===== src/rtl/gray_conv_arbiter.sv =====
// Round-robin arbiter sharing one combinational 8-bit Gray-to-binary converter
// between NUM_REQ requesters; the result is registered and tagged with the requester id.
module gray_conv_arbiter #(
    parameter int NUM_REQ = 4,
    parameter int DATA_W  = 8,
    parameter int CNT_W   = 16
) (
    input  logic                          clk,
    input  logic                          rst_n,
    input  logic [NUM_REQ-1:0]            req_valid,
    input  logic [NUM_REQ*DATA_W-1:0]     req_gray,
    output logic [NUM_REQ-1:0]            req_ready,
    output logic                          out_valid,
    input  logic                          out_ready,
    output logic [DATA_W-1:0]             out_binary,
    output logic [$clog2(NUM_REQ)-1:0]    out_id,
    output logic                          busy,
    output logic [CNT_W-1:0]              done_cnt
);

    localparam int ID_W = $clog2(NUM_REQ);

    typedef enum logic [1:0] {IDLE, CONV, HOLD} state_t;

    state_t              state_reg, state_next;
    logic [ID_W-1:0]     last_grant_reg;
    logic [ID_W-1:0]     id_reg;
    logic [DATA_W-1:0]   gray_reg;
    logic [DATA_W-1:0]   out_binary_reg;
    logic [ID_W-1:0]     out_id_reg;
    logic                out_valid_reg;
    logic [CNT_W-1:0]    done_cnt_reg;

    logic                grant_found;
    logic [ID_W-1:0]     grant_idx;
    logic [NUM_REQ-1:0]  grant_onehot;
    logic [DATA_W-1:0]   sel_gray;
    logic [DATA_W-1:0]   conv_bin;

    // Each binary bit is the XOR of all Gray bits at or above it.
    generate
        for (genvar gi = 0; gi < DATA_W; gi++) begin : g_conv
            assign conv_bin[gi] = ^gray_reg[DATA_W-1:gi];
        end
    endgenerate

    // Search starts one past the previous winner and wraps modulo NUM_REQ.
    always_comb begin
        grant_found = 1'b0;
        grant_idx   = '0;
        for (int k = 1; k <= NUM_REQ; k++) begin
            int              c_int;
            logic [ID_W-1:0] cand;
            c_int = int'(last_grant_reg) + k;
            if (c_int >= NUM_REQ) begin
                c_int = c_int - NUM_REQ;
            end
            cand = ID_W'(c_int);
            if (!grant_found && req_valid[cand]) begin
                grant_found = 1'b1;
                grant_idx   = cand;
            end
        end
    end

    assign sel_gray = req_gray[grant_idx*DATA_W +: DATA_W];

    always_comb begin
        state_next   = state_reg;
        grant_onehot = '0;
        case (state_reg)
            IDLE: begin
                if (grant_found) begin
                    grant_onehot = NUM_REQ'(1) << grant_idx;
                    state_next   = CONV;
                end
            end
            CONV: state_next = HOLD;
            HOLD: begin
                if (out_ready) begin
                    state_next = IDLE;
                end
            end
            default: state_next = IDLE;
        endcase
    end

    always_ff @(posedge clk or negedge rst_n) begin
        if (!rst_n) begin
            state_reg      <= IDLE;
            last_grant_reg <= ID_W'(NUM_REQ - 1);
            id_reg         <= '0;
            gray_reg       <= '0;
            out_binary_reg <= '0;
            out_id_reg     <= '0;
            out_valid_reg  <= 1'b0;
            done_cnt_reg   <= '0;
        end else begin
            state_reg <= state_next;
            if (state_reg == IDLE && grant_found) begin
                gray_reg       <= sel_gray;
                id_reg         <= grant_idx;
                last_grant_reg <= grant_idx;
            end
            if (state_reg == CONV) begin
                out_binary_reg <= conv_bin;
                out_id_reg     <= id_reg;
                out_valid_reg  <= 1'b1;
            end
            if (state_reg == HOLD && out_ready) begin
                out_valid_reg <= 1'b0;
                if (done_cnt_reg != '1) begin
                    done_cnt_reg <= done_cnt_reg + 1'b1;
                end
            end
        end
    end

    // Grants are suppressed while reset is held so no requester sees an accept.
    assign req_ready  = rst_n ? grant_onehot : '0;
    assign out_valid  = out_valid_reg;
    assign out_binary = out_binary_reg;
    assign out_id     = out_id_reg;
    assign busy       = (state_reg != IDLE);
    assign done_cnt   = done_cnt_reg;

endmodule


===== config.mk =====
export PLATFORM = sky130hd
export DESIGN_NAME = gray_conv_arbiter
export DESIGN_NICKNAME = d
export VERILOG_FILES = /design/src/rtl/gray_conv_arbiter.sv
export SDC_FILE = /design/constraint.sdc
export NUM_CORES = 1
export LEC_CHECK = 0
export BUFFER_PORTS_ARGS = -buffer_cell sky130_fd_sc_hd__buf_2
export CAP_MARGIN = 10
export CORE_ASPECT_RATIO = 2
export CORE_MARGIN = 2
export CORE_UTILIZATION = 52
export CTS_BUF_LIST = sky130_fd_sc_hd__clkbuf_2 sky130_fd_sc_hd__clkbuf_4 sky130_fd_sc_hd__clkbuf_8
export CTS_CLUSTER_SIZE = 16
export DETAILED_ROUTE_END_ITERATION = 16
export GPL_ROUTABILITY_DRIVEN = 1
export GPL_TIMING_DRIVEN = 0
export PLACE_DENSITY = 0.82
export SLEW_MARGIN = 0
export SYNTH_ARGS = -nofsm -noshare
export SYNTH_HDL_FRONTEND = slang
export SYNTH_SLANG_ARGS = --single-unit

===== constraint.sdc =====
create_clock -name clk -period 2.05 [get_ports clk]
set_clock_uncertainty 0.1 [all_clocks]
set_input_delay 0 -clock clk [delete_from_list [all_inputs] [get_ports clk]]
set_output_delay 0 -clock clk [all_outputs]
set_load 0.05 [all_outputs]

# Word level (Yosys, flattened, before mapping)

Index checks and enable logic that the tools add are counted.

Add/subtract/negate cells: 9
Order comparisons: 8
Equal/unequal tests: 5
Shifts and indexed selects: 2
Multiplexer cells: 28
Reductions and logical operators: 20

Operator list:

| kind                                                 | count |
|---|---|
| indexed part select 32 x 6 -> 8 bit                  | 1 |
| two-way mux 2 bit                                    | 10 |
| adder 16 x 1 -> 16 bit (second input constant)       | 1 |
| != test 16 bit (second input constant)               | 1 |
| < comparator 2 x 3 -> 1 bit (second input constant)  | 4 |
| two-way mux 4 bit                                    | 3 |
| two-way mux 1 bit                                    | 10 |
| >= comparator 3 bit (second input constant)          | 3 |
| binary-select mux 1 bit (select 2 bit)               | 4 |
| parity 8 bit                                         | 1 |
| subtractor 2 x 1 -> 2 bit (second input constant)    | 4 |
| parity 7 bit                                         | 1 |
| adder 2 x 2 -> 3 bit (second input constant)         | 2 |
| one-hot mux 2 bit (3 select lines)                   | 1 |
| parity 6 bit                                         | 1 |
| logical AND 1 bit                                    | 5 |
| parity 5 bit                                         | 1 |
| adder 2 x 3 -> 4 bit (second input constant)         | 1 |
| >= comparator 4 x 3 -> 1 bit (second input constant) | 1 |
| != test 2 bit (second input constant)                | 2 |
| AND reduction 2 bit                                  | 2 |
| nonzero test 2 bit                                   | 2 |
| parity 4 bit                                         | 1 |
| left shift 1 x 2 -> 4 bit (first input constant)     | 1 |
| 7 further kinds                                      | 9 |

Bits in registers: 41
Input port bits: 39
Output and inout port bits: 32
Word-level logic and storage cells: 80

# Longest topological paths before layout

Depth in word-level cells: 19
Depth in mapped cells: 7
Gate-level depth less buffers: 6

# Least setup slack after synthesis

No wires, ideal clock.

Kind: register -> register
From: register done_cnt_reg[0] (netlist: done_cnt[0])
To: register done_cnt_reg[1] (netlist: done_cnt[1])
Setup time: 125 ps
Arrival time: 2020 ps
Required time: 1825 ps
Path slack: -195 ps
Cell stages (with the launch flop): 7
Path buffers: 1
Clock period less this slack: 2245 ps
Cells stage by stage: dfrtp_1 -> ha_1 -> nand3_1 -> nor4_2 -> a31o_2 -> buf_2 -> mux2_2

Word-level cells in the longest chain between the ends: 2

RTL lines:

| item                                                                           | RTL line | source |
|---|---|---|
| start, declared                                                                | 32       | `logic [CNT_W-1:0] done_cnt_reg;` |
| start signal, assigned                                                         | 113      | `done_cnt_reg <= done_cnt_reg + 1'b1;` |
| parallel branches: the longest is 2 deep, another holds adder 16 x 1 -> 16 bit | n/a      |  |

Parallel ways; which one is timed is not known.
A chain may end at the register's enable or synchronous reset.

# Final worst setup path

From: register last_grant_reg[1]
To: register gray_reg[2]

Word-level cells in the longest chain between the ends: 16

RTL lines:

| item                                                                            | RTL line | source |
|---|---|---|
| start, declared                                                                 | 26       | `logic [ID_W-1:0] last_grant_reg;` |
| start signal, assigned                                                          | 91       | `last_grant_reg <= ID_W'(NUM_REQ - 1);` |
| start signal, assigned                                                          | 103      | `last_grant_reg <= grant_idx;` |
| adder 2 x 1 -> 3 bit                                                            | 54       | `c_int = int'(last_grant_reg) + k;` |
| >= comparator 3 bit / subtractor 2 x 1 -> 2 bit (equally long branches)         | 55, 56   |  |
| two-way mux 2 bit                                                               | 55       | `if (c_int >= NUM_REQ) begin` |
| binary-select mux 1 bit (select 2 bit)                                          | 59       | `if (!grant_found && req_valid[cand]) begin` |
| two-way mux 1 bit (not written as such)                                         | 59       |  |
| two-way mux 1 bit                                                               | 59       |  |
| zero test 1 bit                                                                 | 59       |  |
| logical AND 1 bit                                                               | 59       |  |
| two-way mux 1 bit                                                               | 59       |  |
| zero test 1 bit                                                                 | 59       |  |
| logical AND 1 bit                                                               | 59       |  |
| two-way mux 1 bit                                                               | 59       |  |
| zero test 1 bit                                                                 | 59       |  |
| logical AND 1 bit                                                               | 59       |  |
| two-way mux 2 bit / two-way mux 1 bit (equally long branches)                   | 59       |  |
| indexed part select 32 x 6 -> 8 bit / logical AND 1 bit (equally long branches) | 66, 100  |  |
| end signal, assigned                                                            | 101      | `gray_reg <= sel_gray;` |
| end, declared                                                                   | 28       | `logic [DATA_W-1:0] gray_reg;` |

Several ways; a longest one is shown, not always the timed one. The select of a mux whose other input is x is not followed.

==> metrics <==
status complete, but fails checks; failing checks setup timing; total track usage 29.5%; htree depth 2; CTS tree built; post-layout instance count excluding filler cells 363; chip width 49.0 um; Die Area 4610 um2; Final Net Count 349; Worst Path Buf+Inv 2; worst hold slack 151 ps; max incr delay on CP 600 ps; core area 3880 um2; Port Buffers 70; crit path capture type flip-flop; gp weighted congestion 0.747; drt first pass iters 4; worst path arrival time 2180 ps; clock power share 14.3%; max-slew violation count 0; crit start category flip-flop; Net Sw Frac 46.8%; FP Rows 32; initial antenna violation count 2; PwrDens 1530 nW/um2; CP max FO 10; Setup CP Type flip-flop to flip-flop; register bit count reported by yosys 41; post-synthesis sequential area ratio 48.8%; LEAKAGE 1.51 nW; Critical Path RT 2100 ps; Power, Total 4.79 mW; Int Power 2.55 mW; Longest Clk Path Bufs 2; share of layout cells above drive strength 1 41.0%; Cell Chain, Critical Path nand2b_1 -> a21boi_0 -> o21ai_1 -> buf_4 -> buf_8 -> mux2i_1 -> o221ai_1; Post-synth EDFFs 0; Hold Vio Cnt, Final 0; PnR worst setup slack -77.9 ps; DP Worst Slack 49.5 ps; clock latency on the worst-skew pair 300 ps; most common cell after layout, fill and taps aside buf_2; Avg Inst Size Synth 10.8 um2; min-delay worst type input pin to async pin; total number of vias 2014; CP max stage cell dfstp_2; delay-heaviest family, CP flip-flops; clock sink total 41; synthesized net count 236; ys flop type dfrtp_1; Crit. Startpoint last_grant_reg[1]$_DFFE_PN1P_; Mapped Area 2110 um2; sequential power share 29.2%; Num CTS Buffers 5; NetSw 2.24 mW; number of global-route vias before repair 2062; Yosys cell types 42; fraction of registers with async set/reset 100%; first-pass GRT wire length 9980 um; Placed Cells incl. Taps 317; Fmax 470 MHz; RR Startpoint last_grant_reg[1]$_DFFE_PN1P_; IO Pins 71; Post-Syn Instances 196; Syn-to-layout area delta 48.8%; Comb power frac 56.5%; commonest non-fill, non-tap cells in the layout buf_2 (65), dlygate4sd3_1 (34), nand2_1 (27); clock transition at the registers of the reported paths 80 ps; largest net degree at the start of global routing 44; final setup vio count 5; GR Overflow Total 0; Final Routed Wirelength 6890 um; relative slew slack 61.5%; Routed Antenna Nets 0; min Tclk post-route 2130 ps; Vias/cell 5.55; routed len/inst 19.0 um; CTS root buf clkbuf_8; Initial Utilization 54.3%; die height 94.1 um; max_cap viols 0; Ys Warns 0; DRC Markers 0; worst ir drop on vdd 0.00103 V; number of flip-flops in the largest register 16; Slew @ Worst Pin 577 ps; HPWL after detailed placement 3430 um; Iteration-0 DRC Markers 57; final period utilization 104%
[synth_stat cells (3+ instances only)]
cell	number	share of area [%]
nand3_1	8	1.9
xnor2_1	11	4.6
clkbuf_1	3	0.53
dfrtp_1	39	46
nand2_1	27	4.8
inv_1	7	1.2
o221ai_1	8	3.3
nor3_1	4	0.95
mux2_2	5	2.7
nor2_1	14	2.5
nand2b_1	3	0.89
mux2i_1	17	8.1
a21oi_1	3	0.71
xor2_1	6	2.5
o21ai_0	7	1.7
[power groups by stage]
stage / sequential (mW) / combinational, mW / clock, mW
2_1_floorplan: 1.85 / 1.35 / 0
6_report: 1.40 / 2.71 / 0.684
3_5_place_dp: 1.36 / 2.34 / 0
5_1_grt: 1.43 / 2.86 / 0.714
3_3_place_gp: 1.35 / 2.29 / 0
4_1_cts: 1.35 / 2.44 / 0.685
[through the flow]
step	cell area [um2]	util (%)	setup TNS, ps
after floorplan	2130	-	-55.6
after global placement	2540	65.5	0
after detailed placement	2540	65.5	0
after CTS	3040	78.4	0
after global routing	3140	80.8	-719
final	3140	80.8	-159
[what timing repair did]
action	4_1_cts	5_1_grt
gates resized for setup	7	19
endpoints found under the hold margin	49	0
hold buffers	34	0
endpoints found under the setup margin	4	15
buffers inserted	2	2
pin swaps	1	5
[final timing paths]
path                                             to  slack (ps)  cells after the start
min reg2reg                 done_cnt[5]$_DFFE_PN0P_         370                      1
min                         done_cnt[8]$_DFFE_PN0P_         150                      2
max                         gray_reg[2]$_DFFE_PN0P_         -80                      7
max in group asynchronous  done_cnt[11]$_DFFE_PN0P_        1260                      2
max reg2reg                 gray_reg[2]$_DFFE_PN0P_         -80                      7
min in group clk           state_reg[0]$_DFFE_PN0P_         180                      4
[area by class of cell]
cell class / instances / area (um2)
Multi-Input combinational cell: 141 / 1090
Clock inverter: 2 / 37.5
Tap cell: 51 / 63.8
Timing Repair Buffer: 108 / 744
Sequential cell: 41 / 1050
Clock buffer: 6 / 82.6
Antenna cell: 2 / 5.00
Buffer: 5 / 37.5
Inverter: 7 / 26.3
Fill cell: 242 / 746
[routing by layer]
metal / GRT usage (%) / share of wire, %
met1: 25.2 / 32
met2: 56.3 / 58
met3: 6.69 / 4.7
met4: 22.9 / 5.0
met5: 0 / 0
[kinds of logic (layout without fill, tap and decap cells)]
kind of cell    after synthesis  in the layout  share of synthesized area (%)
mux                          23             23                           11.3
simple gates                 68             68                           16.8
compound gates               29             29                           9.61
fa+ha+maj                     1              1                          0.593
flops                        41             41                           48.8
other cells                   0              2                              0
buf+inv                      14            128                           2.85
xor+xnor                     20             20                           10.1
(Power assumes the default switching activity.)
